[src/rtl/alu_muldiv_sequencer_if.sv]
// Request/response and shared-ALU signals for alu_muldiv_sequencer.
//   Start/Op/SrcA/SrcB          : operation request from the execute stage
//   Busy/Done/Result/DivByZero  : status and registered result
//   ALUControl/ALUOpA/ALUOpB    : operands and control driven into the shared ALU
//   ALUResult/ALUCarry          : combinational ALU response
interface alu_muldiv_sequencer_if #(
    parameter int unsigned WIDTH = 32
);
    logic             Start;
    logic [1:0]       Op;
    logic [WIDTH-1:0] SrcA;
    logic [WIDTH-1:0] SrcB;
    logic             Busy;
    logic             Done;
    logic [WIDTH-1:0] Result;
    logic             DivByZero;
    logic [3:0]       ALUControl;
    logic [WIDTH-1:0] ALUOpA;
    logic [WIDTH-1:0] ALUOpB;
    logic [WIDTH-1:0] ALUResult;
    logic             ALUCarry;

    // Sequencer side
    modport slave (
        input  Start, Op, SrcA, SrcB, ALUResult, ALUCarry,
        output Busy, Done, Result, DivByZero, ALUControl, ALUOpA, ALUOpB
    );

    // Pipeline / ALU side
    modport master (
        output Start, Op, SrcA, SrcB, ALUResult, ALUCarry,
        input  Busy, Done, Result, DivByZero, ALUControl, ALUOpA, ALUOpB
    );
endinterface

[src/rtl/alu_muldiv_sequencer.sv]
// Multi-cycle MUL (low word), DIVU and REMU built on the shared single-cycle ALU.
// Each operation runs WIDTH add/subtract iterations through the ALU.
//   clk, reset_n : clock, asynchronous active-low reset
//   bus (slave)  : request, status/result and shared-ALU port set
module alu_muldiv_sequencer #(
    parameter int unsigned WIDTH        = 32,
    parameter logic [3:0]  ALU_ADD_CTRL = 4'b0000,
    parameter logic [3:0]  ALU_SUB_CTRL = 4'b0001
) (
    input  logic                  clk,
    input  logic                  reset_n,
    alu_muldiv_sequencer_if.slave bus
);

    localparam int unsigned CNT_W = $clog2(WIDTH);

    localparam logic [1:0] OP_MUL  = 2'b00;
    localparam logic [1:0] OP_DIVU = 2'b01;
    localparam logic [1:0] OP_REMU = 2'b10;

    typedef enum logic [1:0] {
        S_IDLE = 2'd0,
        S_MUL  = 2'd1,
        S_DIV  = 2'd2,
        S_DONE = 2'd3
    } state_t;

    state_t           r_state;
    logic [CNT_W-1:0] r_cnt;
    logic [WIDTH-1:0] r_acc;     // P (MUL) or R (DIV)
    logic [WIDTH-1:0] r_m;       // M (MUL) or D (DIV)
    logic [WIDTH-1:0] r_q;       // multiplier Q (MUL) or quotient/dividend Q (DIV)
    logic             r_is_rem;
    logic             r_busy;
    logic             r_done;
    logic [WIDTH-1:0] r_result;
    logic             r_dbz;

    logic [WIDTH-1:0] w_rs;
    logic             w_div_ok;
    logic [WIDTH-1:0] w_mul_p_nxt;
    logic [WIDTH-1:0] w_div_r_nxt;
    logic [WIDTH-1:0] w_div_q_nxt;
    logic             w_last;
    logic [3:0]       w_alu_ctrl;
    logic [WIDTH-1:0] w_alu_a;
    logic [WIDTH-1:0] w_alu_b;

    // Per-iteration next values; the ALU closes the loop combinationally.
    assign w_rs        = {r_acc[WIDTH-2:0], r_q[WIDTH-1]};
    // R's MSB shifted out means the true shifted remainder is >= 2^WIDTH > D.
    assign w_div_ok    = bus.ALUCarry | r_acc[WIDTH-1];
    assign w_mul_p_nxt = r_q[0] ? bus.ALUResult : r_acc;
    assign w_div_r_nxt = w_div_ok ? bus.ALUResult : w_rs;
    assign w_div_q_nxt = {r_q[WIDTH-2:0], w_div_ok};
    assign w_last      = (r_cnt == CNT_W'(WIDTH - 1));

    // Shared-ALU drive: neutral ADD of zeros outside the iterating states.
    always_comb begin
        w_alu_ctrl = ALU_ADD_CTRL;
        w_alu_a    = '0;
        w_alu_b    = '0;
        case (r_state)
            S_MUL: begin
                w_alu_a = r_acc;
                w_alu_b = r_m;
            end
            S_DIV: begin
                w_alu_ctrl = ALU_SUB_CTRL;
                w_alu_a    = w_rs;
                w_alu_b    = r_m;
            end
            default: ;
        endcase
    end

    assign bus.ALUControl = w_alu_ctrl;
    assign bus.ALUOpA     = w_alu_a;
    assign bus.ALUOpB     = w_alu_b;
    assign bus.Busy       = r_busy;
    assign bus.Done       = r_done;
    assign bus.Result     = r_result;
    assign bus.DivByZero  = r_dbz;

    // Sequencer FSM with registered status and result.
    always_ff @(posedge clk or negedge reset_n) begin
        if (!reset_n) begin
            r_state  <= S_IDLE;
            r_cnt    <= '0;
            r_acc    <= '0;
            r_m      <= '0;
            r_q      <= '0;
            r_is_rem <= 1'b0;
            r_busy   <= 1'b0;
            r_done   <= 1'b0;
            r_result <= '0;
            r_dbz    <= 1'b0;
        end else begin
            case (r_state)
                S_IDLE: begin
                    if (bus.Start) begin
                        r_cnt    <= '0;
                        r_busy   <= 1'b1;
                        r_is_rem <= (bus.Op == OP_REMU);
                        case (bus.Op)
                            OP_MUL: begin
                                r_acc   <= '0;
                                r_m     <= bus.SrcA;
                                r_q     <= bus.SrcB;
                                r_dbz   <= 1'b0;
                                r_state <= S_MUL;
                            end
                            OP_DIVU, OP_REMU: begin
                                if (bus.SrcB == '0) begin
                                    r_result <= (bus.Op == OP_DIVU) ? '1 : bus.SrcA;
                                    r_dbz    <= 1'b1;
                                    r_done   <= 1'b1;
                                    r_state  <= S_DONE;
                                end else begin
                                    r_acc   <= '0;
                                    r_q     <= bus.SrcA;
                                    r_m     <= bus.SrcB;
                                    r_dbz   <= 1'b0;
                                    r_state <= S_DIV;
                                end
                            end
                            default: begin
                                // Reserved op completes immediately with a zero result.
                                r_result <= '0;
                                r_dbz    <= 1'b0;
                                r_done   <= 1'b1;
                                r_state  <= S_DONE;
                            end
                        endcase
                    end
                end
                S_MUL: begin
                    r_acc <= w_mul_p_nxt;
                    r_m   <= r_m << 1;
                    r_q   <= r_q >> 1;
                    r_cnt <= r_cnt + CNT_W'(1);
                    if (w_last) begin
                        r_result <= w_mul_p_nxt;
                        r_done   <= 1'b1;
                        r_state  <= S_DONE;
                    end
                end
                S_DIV: begin
                    r_acc <= w_div_r_nxt;
                    r_q   <= w_div_q_nxt;
                    r_cnt <= r_cnt + CNT_W'(1);
                    if (w_last) begin
                        r_result <= r_is_rem ? w_div_r_nxt : w_div_q_nxt;
                        r_done   <= 1'b1;
                        r_state  <= S_DONE;
                    end
                end
                S_DONE: begin
                    r_done  <= 1'b0;
                    r_busy  <= 1'b0;
                    r_state <= S_IDLE;
                end
                default: begin
                    r_done  <= 1'b0;
                    r_busy  <= 1'b0;
                    r_state <= S_IDLE;
                end
            endcase
        end
    end

endmodule

[src/flat_wrapper.sv]
// flat-port wrapper written by rule: the top's interface ports become plain ports
module alu_muldiv_sequencer_flat 
#(
    parameter int unsigned WIDTH        = 32,
    parameter logic [3:0]  ALU_ADD_CTRL = 4'b0000,
    parameter logic [3:0]  ALU_SUB_CTRL = 4'b0001
)
  (clk, reset_n, bus_Start, bus_Op, bus_SrcA, bus_SrcB, bus_ALUResult, bus_ALUCarry, bus_Busy, bus_Done, bus_Result, bus_DivByZero, bus_ALUControl, bus_ALUOpA, bus_ALUOpB);
  alu_muldiv_sequencer_if #(.WIDTH(WIDTH)) bus_i ();
  input  logic clk;
  input  logic reset_n;
  input wire logic [$bits(bus_i.Start)-1:0] bus_Start;
  input wire logic [$bits(bus_i.Op)-1:0] bus_Op;
  input wire logic [$bits(bus_i.SrcA)-1:0] bus_SrcA;
  input wire logic [$bits(bus_i.SrcB)-1:0] bus_SrcB;
  input wire logic [$bits(bus_i.ALUResult)-1:0] bus_ALUResult;
  input wire logic [$bits(bus_i.ALUCarry)-1:0] bus_ALUCarry;
  output wire logic [$bits(bus_i.Busy)-1:0] bus_Busy;
  output wire logic [$bits(bus_i.Done)-1:0] bus_Done;
  output wire logic [$bits(bus_i.Result)-1:0] bus_Result;
  output wire logic [$bits(bus_i.DivByZero)-1:0] bus_DivByZero;
  output wire logic [$bits(bus_i.ALUControl)-1:0] bus_ALUControl;
  output wire logic [$bits(bus_i.ALUOpA)-1:0] bus_ALUOpA;
  output wire logic [$bits(bus_i.ALUOpB)-1:0] bus_ALUOpB;
  assign bus_i.Start = bus_Start;
  assign bus_i.Op = bus_Op;
  assign bus_i.SrcA = bus_SrcA;
  assign bus_i.SrcB = bus_SrcB;
  assign bus_i.ALUResult = bus_ALUResult;
  assign bus_i.ALUCarry = bus_ALUCarry;
  assign bus_Busy = bus_i.Busy;
  assign bus_Done = bus_i.Done;
  assign bus_Result = bus_i.Result;
  assign bus_DivByZero = bus_i.DivByZero;
  assign bus_ALUControl = bus_i.ALUControl;
  assign bus_ALUOpA = bus_i.ALUOpA;
  assign bus_ALUOpB = bus_i.ALUOpB;
  alu_muldiv_sequencer #(.WIDTH(WIDTH), .ALU_ADD_CTRL(ALU_ADD_CTRL), .ALU_SUB_CTRL(ALU_SUB_CTRL)) u_core (.clk(clk), .reset_n(reset_n), .bus(bus_i));
endmodule
[config.mk]
export PLATFORM = sky130hd
export DESIGN_NAME = alu_muldiv_sequencer_flat
export DESIGN_NICKNAME = d
export VERILOG_FILES = /design/src/rtl/alu_muldiv_sequencer_if.sv /design/src/rtl/alu_muldiv_sequencer.sv /design/src/flat_wrapper.sv
export SDC_FILE = /design/constraint.sdc
export NUM_CORES = 1
export LEC_CHECK = 0
export CAP_MARGIN = 5
export CORE_ASPECT_RATIO = 1.75
export CORE_MARGIN = 1.5
export CORE_UTILIZATION = 42
export CTS_CLUSTER_SIZE = 20
export DETAILED_ROUTE_END_ITERATION = 7
export PLACE_DENSITY_LB_ADDON = 0.3
export SKIP_LAST_GASP = 1
export SLEW_MARGIN = 0
export SYNTH_ARGS = -nofsm -noshare
export SYNTH_HDL_FRONTEND = slang
export SYNTH_SLANG_ARGS = --single-unit
[constraint.sdc]
create_clock -name clk -period 2.11 [get_ports clk]
set_clock_uncertainty 0.05 [all_clocks]
set_input_delay 0.211 -clock clk [delete_from_list [all_inputs] [get_ports clk]]
set_output_delay 0.211 -clock clk [all_outputs]
set_load 0.1 [all_outputs]
==> key figures <==
Run status
  – Status: complete, but fails checks
  – Violated checks: negative setup slack

Clock tree
  – Longest Clk Path Bufs: 2
  – Master cell of the clock root buffer: sky130_fd_sc_hd__clkbuf_16
  – Cts bufs inserted: 17
  – TritonCTS clock tree: yes
  – Number of clock sinks: 139
  – Clock latency of the later-clocked register in the worst-skew pair: around 440 ps
  – Clk pin slew, worst setup/hold paths: 60 ps
  – Total number of H-tree levels: 4

Timing
  – Setup repair after global routing missed its margin: true
  – Final Hold Vio Count: 0
  – Final Cycle Share: 112.7%
  – Time the worst path needs with I/O delays and setup: 2379 ps
  – Slew Viols, Final: 0
  – Setup violation total in the final timing report: 176
  – Crit path setup slack, layout: -268.7 ps
  – Maximum clock rate: 420.4 MHz

Floorplanning
  – Area of the core: 0.02472 mm2
  – Num ports: 205
  – Initial Util: 42.89%
  – Die area: about 0.026 mm2
  – Die width: around 120 um
  – Y dimension of the die: 213.2 um
  – # rows: 76

Route
  – Vias post-DR: between 10000 and 15000
  – Per-cell via count in the routed design: 6.019
  – Number of remaining DRC errors: 0
  – Number of search-and-repair iterations in the first detailed-routing pass: 6
  – Average wire length per cell after detail routing: ~22 um
  – Drt initial violations: 741
  – Total wire length: 38.61 mm
  – Antenna violation net count after detailed routing: 0

Global routing
  – Vias in the first global route: about 10000
  – Number of antenna violations at the first check in global routing: 1
  – Overall track demand over capacity in global routing: 28.91%
  – First-pass GRT wire length: around 58 mm
  – Total global routing overflow: 0
  – Pin count of the biggest net entering global routing: 77

Setup path
  – Crit path required time: 1850 ps
  – Cell at the slowest stage of the critical path: sky130_fd_sc_hd__dfrtp_1
  – Arrival time reported for the critical path endpoint: around 2100 ps
  – Critical Path Max Stage Delay: around 370 ps
  – Crit Reg-Reg Startpoint: u_core.r_state[1]
  – Type of destination of the critical path: output pin
  – Critical path fanouts, max: 8
  – Kind of launch point of the worst setup path: flop
  – Critical Path, Cell by Cell: inv_2 > buf_6 > ha_4 > buf_6 > and2_4 > buf_12 > buf_16 > a22o_4 > buf_12
  – Type of the worst setup path: reg2out
  – Worst flop-to-flop path endpoint: u_core.bus.Result[8]
  – Cell count of the worst reg-to-reg path: 11
  – Register-to-Register Setup Slack: -200 ps

Logic synthesis
  – Synthesized instance count: 1146
  – Adder-cell share of the synthesized area: 1.298%
  – Syn Std Cell Area: approximately 0.011 mm2
  – Register area share after synthesis: 32.80%
  – Fraction of the mapped netlist area in simple logic gates: 13.93%
  – Largest family of logic cells by synthesized area: compound AO/OA/AOI/OAI gates
  – Multiplexer area fraction after synthesis: 22.33%
  – Fraction of synthesized cell area taken by the top area cell type: 32.80%
  – Total of flip-flops plus latches after synthesis: 139
  – Syn Area/Cell: just over 9 um2
  – Largest cells by area after synthesis: sky130_fd_sc_hd__dfrtp_1 (33%), sky130_fd_sc_hd__mux2_4 (8.5%), sky130_fd_sc_hd__mux2_2 (7.0%), sky130_fd_sc_hd__mux2i_1 (6.5%), sky130_fd_sc_hd__o21ai_0 (5.0%)
  – Synth warnings: 0
  – Count of unique library cells instantiated by Yosys: 50
  – Compound-cell area share of the yosys netlist: 24.29%
  – Area share of xor/xnor cells in the synthesized design: 0.08259%
  – Ys async rst share: 100.0%
  – Number of enable flip-flop cells after synthesis: 0
  – Top cell type by total area after synthesis: sky130_fd_sc_hd__dfrtp_1
  – Most used flip-flop cell after synthesis: sky130_fd_sc_hd__dfrtp_1

Worst hold path
  – Path type of the worst min-delay path: in2async

Layout
  – Share of post-route cells with drive strength above 1: 35.84%
  – Area growth, synth to finish: 52.77%
  – Post-route insts no fill: 1725
  – Non-Filler Cell Area, Final: ~0.016 mm2
  – Most frequent standard cell in the layout excluding fill and tap cells: sky130_fd_sc_hd__dfrtp_1
  – Commonest cells after routing, fill and taps aside: sky130_fd_sc_hd__dfrtp_1 (138), sky130_fd_sc_hd__buf_4 (113), sky130_fd_sc_hd__nand2_1 (102), sky130_fd_sc_hd__clkdlybuf4s50_1 (100), sky130_fd_sc_hd__buf_12 (99)
  – Nets: 1512

Place
  – Post-DP HPWL: 24.76 mm
  – Cell area reported after detailed placement: ~0.015 mm2
  – Placed cell count: between 1500 and 2000
  – Input/output buffers: 201
  – Routability-driven placement congestion ratio: 0.9120

Run
  – Number of maximum-capacitance violations: 0
[worst max-delay path, delay by kind of cell, from the launching register on]
| family | cells | cell delay (ps) |
|---|---|---|
| buf+inv | 6 | 740 |
| compound gates | 1 | 230 |
| flops | 1 | 370 |
| simple gates | 1 | 180 |
| fa+ha+maj | 1 | 150 |
[registers in the layout (all words and copies together) (netlist names)]
| register | flops |
|---|---|
| u_core.r_cnt | 5 |
| u_core.r_acc | 32 |
| u_core.bus.Done | 1 |
| u_core.r_state | 2 |
| u_core.bus.Busy | 1 |
| u_core.r_is_rem | 1 |
| u_core.bus.DivByZero | 1 |
| u_core.r_q | 32 |
| u_core.bus.Result | 32 |
| u_core.r_m | 32 |
[synthesized netlist by cell type (2+ instances only)]
master / instances
sky130_fd_sc_hd__nor3b_1: 32
sky130_fd_sc_hd__mux2_2: 66
sky130_fd_sc_hd__nor2_1: 71
sky130_fd_sc_hd__o211ai_1: 31
sky130_fd_sc_hd__o21ai_0: 105
sky130_fd_sc_hd__a31oi_1: 2
sky130_fd_sc_hd__nand3_1: 3
sky130_fd_sc_hd__nand2_1: 105
sky130_fd_sc_hd__a221o_1: 32
sky130_fd_sc_hd__a21oi_1: 68
sky130_fd_sc_hd__a211oi_1: 31
sky130_fd_sc_hd__inv_1: 7
sky130_fd_sc_hd__ha_1: 11
sky130_fd_sc_hd__buf_4: 5
sky130_fd_sc_hd__buf_6: 7
sky130_fd_sc_hd__nand4_1: 2
sky130_fd_sc_hd__o311ai_0: 2
sky130_fd_sc_hd__buf_1: 11
sky130_fd_sc_hd__a22oi_1: 30
sky130_fd_sc_hd__dfrtp_1: 139
sky130_fd_sc_hd__a32oi_1: 2
sky130_fd_sc_hd__clkbuf_1: 68
sky130_fd_sc_hd__mux2_4: 60
sky130_fd_sc_hd__nand2b_1: 3
sky130_fd_sc_hd__nor2b_1: 33
sky130_fd_sc_hd__mux2i_1: 69
sky130_fd_sc_hd__and2_1: 34
sky130_fd_sc_hd__nor2_4: 2
sky130_fd_sc_hd__a22o_1: 32
sky130_fd_sc_hd__a211o_1: 32
sky130_fd_sc_hd__nor4_1: 9
sky130_fd_sc_hd__mux2_1: 3
sky130_fd_sc_hd__buf_2: 22
[what timing repair did]
action | 4_1_cts | 5_1_grt
pin swaps | 14 | 41
setup endpoints to repair | 159 | 196
cloned | 15 | 6
resized for setup | 48 | 46
hold buffers | 1 | 0
buffers inserted | 25 | 7
endpoints found under the hold margin | 139 | 0
[final cells by class]
| type | instances | area [um2] |
|---|---|---|
| sequential | 139 | 3480 |
| antenna | 1 | 2.502 |
| timing repair buffer | 345 | 4504 |
| fill | 1906 | 8522 |
| tap | 312 | 390.4 |
| clock inverter | 14 | 171.4 |
| clock buffer | 18 | 439.2 |
| inverter | 8 | 37.54 |
| multi-input combinational | 888 | 7177 |
[metal layers]
layer / GRT usage (%) / vias to the layer above / routed length (um)
met5: 0 / - / 0
met2: 48.68 / 466 / 19610
met1: 35.35 / 5039 / 14940
met3: 4.834 / 95 / 2160
met4: 14.31 / 0 / 1895
li1: - / 4782 / -
[cell families after synthesis]
logic type               count (synthesis)
flip-flops                             139
XOR/XNOR                                 1
buffers and inverters                  121
multiplexers                           198
adder cells (fa/ha/maj)                 11
other                                    1
AO/OA/AOI/OAI                          376
AND/OR/NAND/NOR                        299
[worst max path at each step]
| stage | from | end | slack, ps |
|---|---|---|---|
| after CTS | u_core.r_state[1] | bus_ALUOpA[18] | -270 |
| after floorplan | u_core.r_state[1] | u_core.r_acc[0] | -60 |
| after global routing | u_core.r_state[1] | bus_ALUOpA[1] | -330 |
| after global placement | bus_SrcB[27] | u_core.r_acc[20] | -520 |
| final | u_core.r_state[0] | bus_ALUOpA[1] | -270 |
| after detailed placement | bus_SrcB[31] | u_core.r_acc[17] | -540 |
[metrics by stage]
step | setup TNS [ps] | util, % | hold slack (ps) | setup WS (ps)
final | -25820 | 65.53 | 57.71 | -268.7
after global routing | -38420 | 65.53 | 65.26 | -328.8
after CTS | -19830 | 64.65 | 41.57 | -266.0
after detailed placement | -59960 | 58.69 | -49.99 | -541.9
after global placement | -57420 | 58.69 | -50.06 | -517.2
after floorplan | -4076 | - | -134.6 | -59.44
Power is not shown: default switching activity piles up to over one toggle a cycle in this logic, so the estimate is an artifact.
